## src/rtl/regspace_arb_pkg.sv

```systemverilog
// Shared types and defaults for the register-space request arbiter.
package regspace_arb_pkg;

    typedef enum logic [2:0] {
        IDLE   = 3'd0,
        RD_REQ = 3'd1,
        RD_ACK = 3'd2,
        WR_REQ = 3'd3,
        RSP    = 3'd4
    } arb_state_e;

    localparam int ADDR_W_DEF = 16;
    localparam int DATA_W_DEF = 32;
    localparam int TO_DEFAULT = 255;

endpackage

```

## src/rtl/regspace_req_arbiter_rr.sv

```systemverilog
// Combinational round-robin pick: first requester at or above rr_ptr, wrapping.
module rr_arbiter_onehot #(
    parameter  int NUM_REQ = 2,
    localparam int IDX_W   = $clog2(NUM_REQ)
) (
    input  logic [NUM_REQ-1:0] req,
    input  logic [IDX_W-1:0]   rr_ptr,
    output logic [NUM_REQ-1:0] gnt,
    output logic [IDX_W-1:0]   gnt_idx
);

    logic             found;
    logic [IDX_W:0]   sum;
    logic [IDX_W-1:0] cand;

    always_comb begin
        gnt     = '0;
        gnt_idx = '0;
        found   = 1'b0;
        sum     = '0;
        cand    = '0;
        for (int k = 0; k < NUM_REQ; k++) begin
            sum = {1'b0, rr_ptr} + (IDX_W+1)'(k);
            if (sum >= (IDX_W+1)'(NUM_REQ)) begin
                sum = sum - (IDX_W+1)'(NUM_REQ);
            end
            cand = sum[IDX_W-1:0];
            if (!found && req[cand]) begin
                found     = 1'b1;
                gnt[cand] = 1'b1;
                gnt_idx   = cand;
            end
        end
    end

endmodule

```

## src/rtl/regspace_req_arbiter.sv

```systemverilog
// Round-robin sharing of one register-space read/write interface among NUM_REQ
// masters, one transaction in flight, with a downstream wait timeout.
module regspace_req_arbiter
    import regspace_arb_pkg::*;
#(
    parameter int NUM_REQ = 2,
    parameter int ADDR_W  = ADDR_W_DEF,
    parameter int DATA_W  = DATA_W_DEF,
    parameter int TO_CYC  = TO_DEFAULT
) (
    input  logic                      clk,
    input  logic                      rst,
    input  logic [NUM_REQ-1:0]        req_vld,
    input  logic [NUM_REQ-1:0]        req_write,
    input  logic [NUM_REQ*ADDR_W-1:0] req_addr,
    input  logic [NUM_REQ*DATA_W-1:0] req_wdata,
    output logic [NUM_REQ-1:0]        req_rdy,
    output logic [NUM_REQ-1:0]        rsp_vld,
    output logic [DATA_W-1:0]         rsp_data,
    output logic                      rsp_err,
    input  logic [NUM_REQ-1:0]        rsp_rdy,
    output logic [ADDR_W-1:0]         rreq_addr,
    output logic                      rreq_vld,
    input  logic                      rreq_rdy,
    input  logic [DATA_W-1:0]         rack_data,
    input  logic                      rack_vld,
    output logic                      rack_rdy,
    output logic [ADDR_W-1:0]         wreq_addr,
    output logic [DATA_W-1:0]         wreq_data,
    output logic                      wreq_vld,
    input  logic                      wreq_rdy
);

    localparam int IDX_W = $clog2(NUM_REQ);
    localparam int CNT_W = $clog2(TO_CYC + 1);

    arb_state_e          state_q, state_d;
    logic [IDX_W-1:0]    rr_ptr_q, gnt_idx_q, ptr_next;
    logic [ADDR_W-1:0]   addr_q;
    logic [DATA_W-1:0]   wdata_q, rsp_data_q;
    logic                rsp_err_q;
    logic [CNT_W-1:0]    cnt_q;

    logic [NUM_REQ-1:0]  arb_gnt;
    logic [IDX_W-1:0]    arb_idx;
    logic                arb_any, to_hit, waiting;
    logic [ADDR_W-1:0]   addr_arr  [NUM_REQ];
    logic [DATA_W-1:0]   wdata_arr [NUM_REQ];

    rr_arbiter_onehot #(.NUM_REQ(NUM_REQ)) u_rr (
        .req     (req_vld),
        .rr_ptr  (rr_ptr_q),
        .gnt     (arb_gnt),
        .gnt_idx (arb_idx)
    );

    always_comb begin
        for (int i = 0; i < NUM_REQ; i++) begin
            addr_arr[i]  = req_addr[i*ADDR_W +: ADDR_W];
            wdata_arr[i] = req_wdata[i*DATA_W +: DATA_W];
        end
    end

    assign arb_any  = |req_vld;
    assign ptr_next = (arb_idx == IDX_W'(NUM_REQ-1)) ? '0 : arb_idx + IDX_W'(1);
    assign waiting  = (state_q == RD_REQ) || (state_q == RD_ACK) || (state_q == WR_REQ);
    // Expiry is the last permitted wait cycle; a handshake in it still wins.
    assign to_hit   = (cnt_q == CNT_W'(TO_CYC - 1));

    always_ff @(posedge clk) begin
        if (rst) begin
            state_q    <= IDLE;
            rr_ptr_q   <= '0;
            gnt_idx_q  <= '0;
            addr_q     <= '0;
            wdata_q    <= '0;
            rsp_data_q <= '0;
            rsp_err_q  <= 1'b0;
            cnt_q      <= '0;
        end else begin
            state_q <= state_d;
            if ((state_d != state_q) || !waiting) begin
                cnt_q <= '0;
            end else begin
                cnt_q <= cnt_q + CNT_W'(1);
            end
            case (state_q)
                IDLE: begin
                    if (arb_any) begin
                        gnt_idx_q <= arb_idx;
                        addr_q    <= addr_arr[arb_idx];
                        wdata_q   <= wdata_arr[arb_idx];
                        rr_ptr_q  <= ptr_next;
                    end
                end
                RD_REQ: begin
                    if (!rreq_rdy && to_hit) begin
                        rsp_data_q <= '0;
                        rsp_err_q  <= 1'b1;
                    end
                end
                RD_ACK: begin
                    if (rack_vld) begin
                        rsp_data_q <= rack_data;
                        rsp_err_q  <= 1'b0;
                    end else if (to_hit) begin
                        rsp_data_q <= '0;
                        rsp_err_q  <= 1'b1;
                    end
                end
                WR_REQ: begin
                    if (wreq_rdy || to_hit) begin
                        rsp_data_q <= '0;
                        rsp_err_q  <= !wreq_rdy;
                    end
                end
                default: ;
            endcase
        end
    end

    always_comb begin
        state_d = state_q;
        case (state_q)
            IDLE: begin
                if (arb_any) state_d = req_write[arb_idx] ? WR_REQ : RD_REQ;
            end
            RD_REQ: begin
                if (rreq_rdy)    state_d = RD_ACK;
                else if (to_hit) state_d = RSP;
            end
            RD_ACK: begin
                if (rack_vld || to_hit) state_d = RSP;
            end
            WR_REQ: begin
                if (wreq_rdy || to_hit) state_d = RSP;
            end
            RSP: begin
                if (rsp_rdy[gnt_idx_q]) state_d = IDLE;
            end
            default: state_d = IDLE;
        endcase
    end

    always_comb begin
        req_rdy   = '0;
        rsp_vld   = '0;
        rsp_data  = '0;
        rsp_err   = 1'b0;
        rreq_vld  = 1'b0;
        rreq_addr = '0;
        rack_rdy  = 1'b0;
        wreq_vld  = 1'b0;
        wreq_addr = '0;
        wreq_data = '0;
        case (state_q)
            IDLE: begin
                if (!rst) req_rdy = arb_gnt;
            end
            RD_REQ: begin
                rreq_vld  = 1'b1;
                rreq_addr = addr_q;
            end
            RD_ACK: rack_rdy = 1'b1;
            WR_REQ: begin
                wreq_vld  = 1'b1;
                wreq_addr = addr_q;
                wreq_data = wdata_q;
            end
            RSP: begin
                rsp_vld  = NUM_REQ'(1) << gnt_idx_q;
                rsp_data = rsp_data_q;
                rsp_err  = rsp_err_q;
            end
            default: ;
        endcase
    end

endmodule

```

## config.mk

```make
export PLATFORM = sky130hd
export DESIGN_NAME = regspace_req_arbiter
export DESIGN_NICKNAME = d
export VERILOG_FILES = /design/src/rtl/regspace_arb_pkg.sv /design/src/rtl/regspace_req_arbiter_rr.sv /design/src/rtl/regspace_req_arbiter.sv
export SDC_FILE = /design/constraint.sdc
export NUM_CORES = 1
export LEC_CHECK = 0
export CORE_ASPECT_RATIO = 1.75
export CORE_MARGIN = 2
export CORE_UTILIZATION = 39
export CTS_BUF_LIST = sky130_fd_sc_hd__clkbuf_4
export CTS_CLUSTER_DIAMETER = 30
export DETAILED_ROUTE_END_ITERATION = 8
export GPL_TIMING_DRIVEN = 0
export HOLD_SLACK_MARGIN = 0.02
export PLACE_DENSITY_LB_ADDON = 0.08
export SKIP_LAST_GASP = 1
export SLEW_MARGIN = 25
export SYNTH_ARGS = -nofsm -noshare
export SYNTH_HDL_FRONTEND = slang
export SYNTH_SLANG_ARGS = --single-unit
```

## constraint.sdc

```tcl
create_clock -name clk -period 2.1 [get_ports clk]
set_input_delay 0.42 -clock clk [delete_from_list [all_inputs] [get_ports clk]]
set_output_delay 0.42 -clock clk [all_outputs]
set_load 0.01 [all_outputs]
```

==> qor.csv, run 1 <==
stage,metric,value,unit
power_and_ir_drop,Max IR drop VDD,513,uV
global_routing,pin count of the biggest net entering global routing,17,
clocking,Clock transition at path regs,0.14,ns
place,GP Congestion,0.826,
clocking,Sink Count,94,
sta,Worst-Margin Slew,0.690,ns
yosys,largest family of logic cells by synthesized area,simple AND/OR/NAND/NOR gates,
sta,RSZ-0062 raised after global routing,true,
cells_and_area,P&R area growth vs syn,89.4,%
cells_and_area,fraction of layout cells with a size suffix above 1,40.6,%
global_routing,antenna violations before repair,1,
routing,Starting DRT DRC Count,300,
floorplanning,initial core utilization,40.1,%
routing,WL/cell,19.2,um
sta,"Min Clock Period, post-route",2.28,ns
floorplanning,# rows,49,
sta,setup ws final,-0.178,ns
yosys,Syn Area/Cell,9.46,um^2
cells_and_area,Layout fillers,734,
power_and_ir_drop,sw frac,29.7,%
yosys,post-synthesis adder-cell area fraction,0.605,%
worst_setup_path,critical path class,reg2out,
power_and_ir_drop,PD cells,620,nW/um^2
flow_run,max cap viols,0,
power_and_ir_drop,Power Total,4860,uW
floorplanning,die area,11500,um^2
hold_path,Hold Path Depth,1,
clocking,H-tree levels,3,
worst_setup_path,R2R Path Start,state_q[0],
worst_setup_path,"Slowest-stage cell, CP",dfxtp_4,
power_and_ir_drop,clock network fraction of total power,25.8,%
place,placed cell count,805,
routing,Detailed Route WL,16700,um
routing,Routed Antenna Nets,0,
yosys,post-synthesis cell area,4130,um^2
run_status,failing checks,setup timing,
sta,Fin Clk Skew,0.0131,ns
yosys,Synth Area in XOR/XNOR,1.27,%
yosys,synthesized flop and latch total,94,
global_routing,gr usage total,27.4,%
worst_setup_path,CP required,1.68,ns
yosys,Most used DFF post-synth,dfxtp_1,
routing,vias post-DR,4755,
place,Buffers on Ports,241,
clocking,Max clock buf depth,2,
worst_setup_path,FF-to-FF path depth,7,
power_and_ir_drop,P_sw,1440,uW
worst_setup_path,"most used cell, CP",buf_6,
clocking,hold buffers post-CTS,0,
power_and_ir_drop,P_int,3410,uW
cells_and_area,fin cells,870,
hold_path,Hold Path Class,reg2reg,
sta,Hold Slack,0.484,ns
sta,Final Hold Viols,0,
global_routing,GRT Residual Overflow,0,
worst_setup_path,CP Launch Type,register,
floorplanning,Ports,243,
yosys,Synth Area in Simple Gates,26.3,%
global_routing,first-pass GRT wire length,24000,um
yosys,post-synthesis net count,578,
yosys,post-synthesis compound-gate area fraction,20.6,%
worst_setup_path,arrival time at the worst endpoint,1.86,ns
worst_setup_path,reg2reg end,rsp_data_q[16],
routing,DR vias/cell,5.47,
routing,DRC Markers,0,
yosys,Post-synth EDFFs,0,
place,hpwl dp,11200,um
worst_setup_path,crit-path cells,or2b_4 -> nor2_4 -> buf_6 -> clkbuf_8 -> buf_6 -> and2_1 -> buf_2,
worst_setup_path,CP Max Fanout,6,
global_routing,vias in the first global route,4893,
yosys,post-synth cell types,41,
routing,total iterations of the first detailed-routing run,8,
floorplanning,Die W,81.8,um
cells_and_area,multi-input logic area,2320,um^2
worst_setup_path,Critical Path Sink Type,output pin,
hold_path,worst hold path startpoint,rsp_data_q[0],
floorplanning,Die Span Y,140,um
clocking,CTS tree,done,
power_and_ir_drop,leakage,0.00335,uW
worst_setup_path,R2R Setup Slk,0.11,ns
sta,Final Cycle Share,108,%
hold_path,Worst Hold End,rsp_data_q[0],
power_and_ir_drop,part of the power in registers,43.1,%
yosys,Post-synth ARST share,0,%
clocking,Worst-Skew Late Latency,0.46,ns
run_status,status,"complete, but fails checks",
clocking,Root Buffer,clkbuf_4,
cells_and_area,Register Area,1890,um^2
floorplanning,core area,10300,um^2
yosys,Mapped Cells,437,
sta,Final Slew Violations,0,
sta,Slew HR,54.0,%
worst_setup_path,Critical Path Max Stage Delay,0.39,ns
cells_and_area,NumNets Final,878,
yosys,Synth Warn #,0,
power_and_ir_drop,Combinational Power Share,31.1,%
yosys,mux contribution to synthesized area,0.757,%
sta,final setup fails,71,
yosys,register area share after synthesis,45.5,%
clocking,TritonCTS Buffers,9,
sta,fmax,439,MHz
[cell families after synthesis]
group | count (synthesis)
buffers and inverters | 44
muxes | 3
xor gates and xnor gates | 6
DFF | 94
adders and majority gates | 2
AOI/OAI and AO/OA | 93
and+or+nand+nor | 195
[power groups by stage]
stage | Combinational, uW | Clock, uW | Sequential [uW]
2_1_floorplan | 635 | 0 | 2070
3_3_place_gp | 1130 | 0 | 2090
3_5_place_dp | 1160 | 0 | 2100
4_1_cts | 1410 | 1280 | 2070
5_1_grt | 1610 | 1330 | 2110
6_report | 1510 | 1250 | 2090
[cell type report]
type	instances	share of cell area, %
Timing Repair Buffer	296	38.4
Multi-Input combinational cell	299	29.7
Sequential cell	94	24.2
Buffer	34	3.10
Tap cell	127	2.03
Clock inverter	7	1.53
Clock buffer	9	0.863
Inverter	3	0.208
Antenna cell	1	0.0320
[metal layers]
layer | wire (um) | GRT usage, % | vias up
met5 | 0 | 0 | -
met4 | 803 | 16.5 | 0
met3 | 1300 | 6.89 | 47
met2 | 9160 | 49.9 | 250
met1 | 5460 | 26.3 | 2253
li1 | - | - | 2205
[how the worst max path moves through the flow]
| stage | startpoint | to | slack, ns |
|---|---|---|---|
| finish | state_q[1] | wreq_addr[6] | -0.18 |
| global route | state_q[1] | wreq_data[3] | -0.25 |
| CTS | state_q[1] | wreq_addr[1] | -0.29 |
| detailed placement | req_vld[0] | req_rdy[0] | -1.08 |
| global placement | req_vld[0] | req_rdy[0] | -1.07 |
| floorplan | req_vld[0] | req_rdy[0] | 0.22 |
[flip-flops by register name, indices dropped and copies added (netlist names)]
signal      flops
rsp_data_q     32
rsp_err_q       1
cnt_q           8
wdata_q        32
addr_q         16
rr_ptr_q        1
state_q         3
gnt_idx_q       1
[critical path, delay by kind of cell (launching register included)]
kind / cells / cell delay [ns]
simple gates: 3 / 0.51
flops: 1 / 0.39
buf+inv: 4 / 0.52
[metrics by stage]
stage               util (%)  TNS, ns  setup WS [ns]  area, um^2
finish                  76.0    -6.86         -0.178        7830
CTS                     71.3   -16.06         -0.288        7340
global route            76.0   -12.07         -0.245        7830
detailed placement      65.1   -47.48          -1.08        6710
global placement        65.1   -43.77          -1.07        6710
floorplan                  -        0          0.218        4130
[cells in the mapped netlist (2+ instances only)]
cell	number	area, um^2
nor2b_1	4	25.0
nand3_1	4	20.0
nor2_1	58	218
nor4_1	8	50.1
ha_1	2	25.0
a21oi_1	3	15.0
inv_2	2	7.51
clkbuf_1	23	86.3
nand2b_1	4	25.0
buf_2	12	60.1
mux2i_1	2	20.0
and3_1	3	18.8
a22o_1	33	289
and2_1	98	613
buf_4	4	30.0
dfxtp_1	94	1880
nor3_1	4	20.0
a222oi_1	48	480
xor2_1	3	26.3
nand2_1	5	18.8
xnor2_1	3	26.3
[cell usage in the layout, fill, tap and decap left out, drive strengths merged, types with 2 or more instances in the layout]
master	Yosys	routed
nand3	4	4
and2	98	98
nor2	59	59
bufinv	0	3
dlygate4sd2	0	2
nor2b	4	4
a21oi	3	3
a211oi	2	2
ha	2	2
xor2	3	3
a22o	33	33
clkdlybuf4s50	0	135
nor3	4	4
nand2	5	5
o21ai	2	2
buf	17	174
inv	3	5
nor4	9	9
clkbuf	24	28
and3	3	3
a222oi	48	48
dfxtp	94	94
mux2i	2	2
xnor2	3	3
nand2b	4	4
[repair_timing]
item,in CTS,in global routing
endpoints found under the setup margin,104,129
pin swaps,41,31
gates resized for setup,542,158
buffers inserted,46,8
gates cloned,5,0
(Power assumes the default switching activity.)
==> inputs of run 2 (changes only) <==
CELL_PAD_IN_SITES_DETAIL_PLACEMENT = 1   (was unset)
CELL_PAD_IN_SITES_GLOBAL_PLACEMENT = 2   (was unset)
CORE_UTILIZATION = 21   (was 39)
clock period = 2.15 ns   (was 2.1 ns; I/O delays follow)
==> run 2 against run 1 <==
Against the previous run: the run still ends with setup timing left; via count fell by 2.5%; first-iteration DRC count rose by 14%; power fell by 9.5%; core utilization fell by 36 points; hold slack got worse by 0.0099 ns; count of clock-buffer cells in the layout rose by 1; largest power group unchanged; highest routed layer is now met5.
==> qor.csv, run 2 (same netlist as run 1, synthesis figures left out) <==
stage,metric,value,unit,change
worst_setup_path,reg2reg end,wdata_q[17],,
routing,Detailed Route WL,19500,um,+16%
routing,DR vias/cell,4.77,,-13%
sta,"Min Clock Period, post-route",2.31,ns,
worst_setup_path,critical path class,reg2out,,
routing,WL met1,7020,um,+28%
power_and_ir_drop,PD cells,572,nW/um^2,-7.8%
worst_setup_path,CP Launch Type,register,,
hold_path,worst hold path startpoint,req_vld[1],,
cells_and_area,top flop regs,"rsp_data_q x32, wdata_q x32, addr_q x16",,
power_and_ir_drop,Combinational Power Share,33.8,%,+2.7 points
sta,final setup fails,82,,+15%
place,GP Congestion,0.704,,-15%
floorplanning,core area,19200,um^2,+86%
worst_setup_path,R2R Setup Slk,0.16,ns,+0.05 ns
cells_and_area,"commonest non-fill, non-tap cell in the layout",clkdlybuf4s50_1,,
worst_setup_path,"most used cell, CP",buf_6,,
global_routing,vias in the first global route,5095,,+4.1%
global_routing,GRT Residual Overflow,0,,unchanged
hold_path,Hold Path Class,in2reg,,
routing,routed wl met2,10700,um,+17%
power_and_ir_drop,clock network fraction of total power,19.8,%,-6.0 points
floorplanning,initial core utilization,21.5,%,-19 points
cells_and_area,Layout fillers,2210,,+200%
worst_setup_path,Critical Path Sink Type,output pin,,
floorplanning,Die W,110,um,+35%
run_status,status,"complete, but fails checks",,
routing,WL/cell,20.0,um,+4.1%
worst_setup_path,CP Max Fanout,5,,-1
worst_setup_path,FF-to-FF path depth,9,,+2
global_routing,gr usage total,18.4,%,-9.0 points
worst_setup_path,arrival time at the worst endpoint,1.88,ns,+0.02 ns
worst_setup_path,Critical Path Max Stage Delay,0.41,ns,+0.02 ns
sta,fmax,433,MHz,
cells_and_area,fraction of layout cells with a size suffix above 1,37.4,%,-3.2 points
run_status,failing checks,setup timing,,
cells_and_area,most frequent cells in the layout,"135 x clkdlybuf4s50_1, 90 x dfxtp_1, 86 x buf_6",,
place,hpwl dp,13900,um,+25%
worst_setup_path,Levels on crit path,6,,-1
clocking,CTS tree,done,,
worst_setup_path,"delay-heaviest family, CP",simple AND/OR/NAND/NOR gates,,
worst_setup_path,crit path capture,wreq_data[30],,
floorplanning,Ports,243,,unchanged
routing,routed length on met3,1370,um,+5.4%
clocking,Max clock buf depth,2,,unchanged
power_and_ir_drop,leakage,0.00323,uW,-3.3%
power_and_ir_drop,Max IR drop VDD,214,uV,-58%
clocking,Worst-Skew Late Latency,0.48,ns,+0.02 ns
clocking,H-tree levels,3,,unchanged
routing,vias post-DR,4637,,-2.5%
place,Buffers on Ports,241,,unchanged
worst_setup_path,"Slowest-stage cell, CP",dfxtp_4,,
sta,Final Slew Violations,0,,unchanged
sta,Final Hold Viols,0,,unchanged
sta,Fin Clk Skew,0.0205,ns,+0.00743 ns
power_and_ir_drop,Power Total,4390,uW,-9.5%
clocking,TritonCTS Buffers,9,,unchanged
clocking,Root Buffer,clkbuf_4,,
sta,Final Cycle Share,107,%,
sta,Slew HR,58.4,%,+4.5 points
sta,Worst-Margin Slew,0.624,ns,-0.0668 ns
clocking,Sink Count,94,,unchanged
routing,Routed Antenna Nets,0,,unchanged
global_routing,antenna violations before repair,3,,+2
flow_run,max cap viols,0,,unchanged
worst_setup_path,Worst Setup SP,state_q[1],,
global_routing,pin count of the biggest net entering global routing,15,,-2
worst_setup_path,crit-path cells,or2b_4 -> nor2_4 -> buf_6 -> clkbuf_16 -> and2_4 -> buf_6,,
power_and_ir_drop,sw frac,32.4,%,+2.7 points
power_and_ir_drop,P_int,2970,uW,-13%
routing,DRC Markers,0,,unchanged
clocking,hold buffers post-CTS,0,,unchanged
cells_and_area,NumNets Final,866,,-1.4%
worst_setup_path,CP required,1.72,ns,+0.04 ns
power_and_ir_drop,part of the power in registers,46.4,%,+3.3 points
cells_and_area,fin area,7690,um^2,-1.8%
place,cell area after placement,6850,um^2,+2.1%
power_and_ir_drop,P_sw,1430,uW,-1.3%
global_routing,first-pass GRT wire length,28700,um,+19%
routing,Starting DRT DRC Count,342,,+14%
floorplanning,die area,20900,um^2,+82%
cells_and_area,P&R area growth vs syn,86.0,%,
clocking,Clock transition at path regs,0.16,ns,+0.02 ns
routing,total iterations of the first detailed-routing run,8,,unchanged
floorplanning,# rows,67,,+37%
sta,RSZ-0062 raised after global routing,true,,
worst_setup_path,Worst Path Buf+Inv,3,,-1
routing,top sig layer,met5,,
worst_setup_path,R2R Path Start,state_q[2],,
floorplanning,Die Span Y,190,um,+35%
sta,setup ws final,-0.160,ns,+0.0179 ns
[run 2: cell count changes in the layout (fill, tap and decap cells not counted), sizes merged]
cell,change
diode,+1
clkinv,+5
dlymetal6s2s,+1
bufinv,-3
clkdlybuf4s15,+1
clkbuf,+5
buf,-18
and3,+1
clkinvlp,-1
dlygate4sd2,-1
inv,-2
[run 2: power by group through the flow]
stage,Sequential [uW],Clock (uW),Combinational [uW]
floorplan,2020,0,620
global placement,2050,0,1160
detailed placement,2060,0,1190
CTS,2030,940,1450
global route,2060,1010,1610
finish,2040,871,1480
[run 2: layer usage]
layer | global-route usage, % | vias up
li1 | - | 2190
met1 | 18.4 | 2242
met2 | 35.3 | 181
met3 | 5.31 | 22
met4 | 6.04 | 2
met5 | 0 | -
[run 2: cell type report]
cell class / instances / area, um^2 / share of cell area, %
antenna: 2 / 5.00 / 0.0651
buffer: 32 / 230 / 2.99
clock buffer: 10 / 75.1 / 0.976
clock inverter: 6 / 28.8 / 0.374
inverter: 3 / 13.8 / 0.179
multi-input combinational: 300 / 2290 / 29.8
sequential: 94 / 1890 / 24.6
tap: 241 / 302 / 3.92
timing repair buffer: 285 / 2850 / 37.0
[run 2: repair_timing]
item	CTS	global route
pin swaps	36	11
setup buffers	32	9
endpoints found under the setup margin	104	122
resized for setup	524	122
gates cloned	4	2
[run 2: worst min path at each step]
| stage | to | cells past startpoint |
|---|---|---|
| after floorplan | rsp_data_q[10] | 1 |
| after global placement | rsp_data_q[13] | 1 |
| after detailed placement | rsp_data_q[26] | 1 |
| after CTS | rsp_data_q[5] | 2 |
| after global routing | state_q[0] | 4 |
| final | state_q[1] | 4 |
[run 2: tightest hold or removal path, cell delays in order]
cell and delay [ns]:
dlymetal6s2s_1 0.17, nand2_1 0.08, o221ai_1 0.16, a31oi_1 0.09
[run 2: stage by stage]
stage	instances	setup slack (ns)	util, %	hold slack (ns)	TNS [ns]
5_1_grt	973	-0.258	40.1	0.485	-15.61
2_1_floorplan	437	0.248	-	0.434	0
4_1_cts	967	-0.336	39.4	0.480	-19.97
3_3_place_gp	919	-1.26	35.7	0.448	-57.82
6_report	973	-0.160	40.1	0.474	-7.13
3_5_place_dp	919	-1.26	35.7	0.446	-61.94
==> inputs of run 3 (changes only) <==
CORE_UTILIZATION = 36   (was 21)
DONT_BUFFER_PORTS = 1   (was unset)
==> run 3 against run 2 <==
Against the previous run: the run now ends clean; sequential power about the same; first-iteration DRC count decreased by 34%; power is 9.5% lower; largest cell class is now multi-input gates; critical endpoint is now wreq_addr[4]; critical path type unchanged.
==> qor.csv, run 3 (same netlist as run 1, synthesis figures left out) <==
stage,metric,value,unit,change
floorplanning,# rows,51,,-24%
global_routing,gr usage total,21.0,%,+2.6 points
worst_setup_path,arrival time at the worst endpoint,1.71,ns,-0.17 ns
routing,total iterations of the first detailed-routing run,6,,-2
cells_and_area,NumNets Final,600,,-31%
sta,Final Hold Viols,0,,unchanged
sta,Final Slew Violations,0,,unchanged
clocking,H-tree levels,3,,unchanged
clocking,Sink Count,94,,unchanged
floorplanning,Ports,243,,unchanged
routing,vias post-DR,3571,,-23%
place,Buffers on Ports,0,,-100%
cells_and_area,top flop regs,"rsp_data_q x32, wdata_q x32, addr_q x16",,
worst_setup_path,"Slowest-stage cell, CP",dfxtp_4,,
floorplanning,Die Span Y,146,um,-23%
cells_and_area,end-of-flow core utilization,42.9,%,+2.9 points
routing,DRC Markers,0,,unchanged
flow_run,max cap viols,0,,unchanged
cells_and_area,fraction of layout cells with a size suffix above 1,22.8,%,-15 points
power_and_ir_drop,leakage,0.00186,uW,-42%
routing,Routed Antenna Nets,0,,unchanged
power_and_ir_drop,Power Total,3980,uW,-9.5%
clocking,TritonCTS Buffers,9,,unchanged
global_routing,vias in the first global route,3836,,-25%
place,GP Congestion,0.795,,+13%
floorplanning,die area,12400,um^2,-41%
routing,DR vias/cell,5.98,,+26%
hold_path,Hold Path Class,in2reg,,
worst_setup_path,CP Launch Type,register,,
sta,Worst-Margin Slew,0.663,ns,+0.0391 ns
worst_setup_path,CP Max Fanout,5,,unchanged
power_and_ir_drop,PD cells,830,nW/um^2,+45%
run_status,status,"finished, final reports clean",,
worst_setup_path,R2R Setup Slk,0.29,ns,+0.13 ns
worst_setup_path,CP required,1.72,ns,about the same
place,hpwl dp,10000,um,-28%
routing,Starting DRT DRC Count,225,,-34%
floorplanning,Die W,85.0,um,-23%
sta,fmax,466,MHz,+7.7%
cells_and_area,"commonest non-fill, non-tap cell in the layout",dfxtp_1,,
sta,Final Cycle Share,99.7,%,-7.7 points
power_and_ir_drop,Max IR drop VDD,379,uV,+78%
global_routing,first-pass GRT wire length,20400,um,-29%
worst_setup_path,Critical Path Sink Type,output pin,,
clocking,Worst-Skew Late Latency,0.45,ns,-0.03 ns
global_routing,GRT Residual Overflow,0,,unchanged
global_routing,antenna violations before repair,1,,-2
clocking,Max clock buf depth,2,,unchanged
cells_and_area,fin cells,597,,-39%
sta,final setup fails,0,,-100%
place,placed cell count,569,,-38%
clocking,hold buffers post-CTS,0,,unchanged
clocking,CTS tree,done,,
worst_setup_path,critical path class,reg2out,,
clocking,Root Buffer,clkbuf_4,,
sta,Slew HR,55.8,%,-2.6 points
floorplanning,core area,11200,um^2,-42%
sta,RSZ-0062 raised after global routing,true,,
clocking,Clock transition at path regs,0.15,ns,about the same
routing,Detailed Route WL,13400,um,-31%
worst_setup_path,Critical Path Max Stage Delay,0.39,ns,-0.02 ns
cells_and_area,most frequent cells in the layout,"92 x dfxtp_1, 64 x and2_1, 57 x nor2_1",,
sta,"Min Clock Period, post-route",2.14,ns,-0.165 ns
worst_setup_path,crit-path cells,or2b_4 -> nor2_4 -> buf_8 -> clkbuf_16 -> and2_4,,
cells_and_area,P&R area growth vs syn,15.9,%,
sta,Fin Clk Skew,0.0200,ns,-0.000503 ns
floorplanning,initial core utilization,37.0,%,+15 points
global_routing,pin count of the biggest net entering global routing,17,,+2
routing,WL/cell,22.5,um,+12%
## run 3: metal layers
layer | global-route usage [%] | vias to the layer above | wire length [um]
met5 | 0 | - | 0
met4 | 7.94 | 0 | 373
met3 | 6.81 | 24 | 1130
met2 | 38.8 | 173 | 7180
met1 | 21.4 | 1731 | 4730
li1 | - | 1643 | -
## run 3: repair_timing
item,in CTS,in global routing
endpoints found under the setup margin,99,96
pin swaps,15,4
cloned,1,0
gates resized for setup,63,26
endpoints found under the hold margin,0,0
setup buffers,14,0
## run 3: metrics by stage
| stage | area, um^2 | worst slack [ns] | hold slack [ns] | TNS, ns |
|---|---|---|---|---|
| global placement | 4300 | -0.241 | 0.447 | -3.36 |
| detailed placement | 4300 | -0.258 | 0.449 | -4.05 |
| global route | 4790 | -0.105 | 0.0485 | -3.83 |
| CTS | 4750 | -0.104 | 0.0492 | -2.45 |
| finish | 4790 | 0.00548 | 0.0986 | 0 |
| floorplan | 4130 | 0.248 | 0.434 | 0 |
## run 3: power breakdown
group	switching, uW	total (uW)	leakage, uW	internal (uW)
Combinational	543	953	0.00101	409
Sequential	102	2020	0.000769	1920
Clock	626	1010	0.0000794	380
Total	1270	3980	0.00186	2710
## run 3: critical path: cells and delay by family (launching register included)
kind	cells	cell delay (ns)
buffers and inverters	2	0.29
AND/OR/NAND/NOR	3	0.60
flip-flops	1	0.39
## run 3: path summary, 6_finish.rpt
check,startpoint,end,cells after the start
worst max-delay path,state_q[2],wreq_addr[4],5
worst min-delay path,rack_data[8],rsp_data_q[8],1
worst max register to register,state_q[1],addr_q[15],7
worst min register to register,rsp_data_q[8],rsp_data_q[8],1
## run 3: layout make-up
type                    instances  area, um^2
plain buffers                  37         251
flip-flops and latches         94        1890
repair buffers                 15         139
fillers                      1280        6370
clock buffers                  10        75.1
well taps                     132         165
inverters                       3        11.3
multi-input cells             299        2190
diodes                          1        2.50
clock inverters                 6        68.8
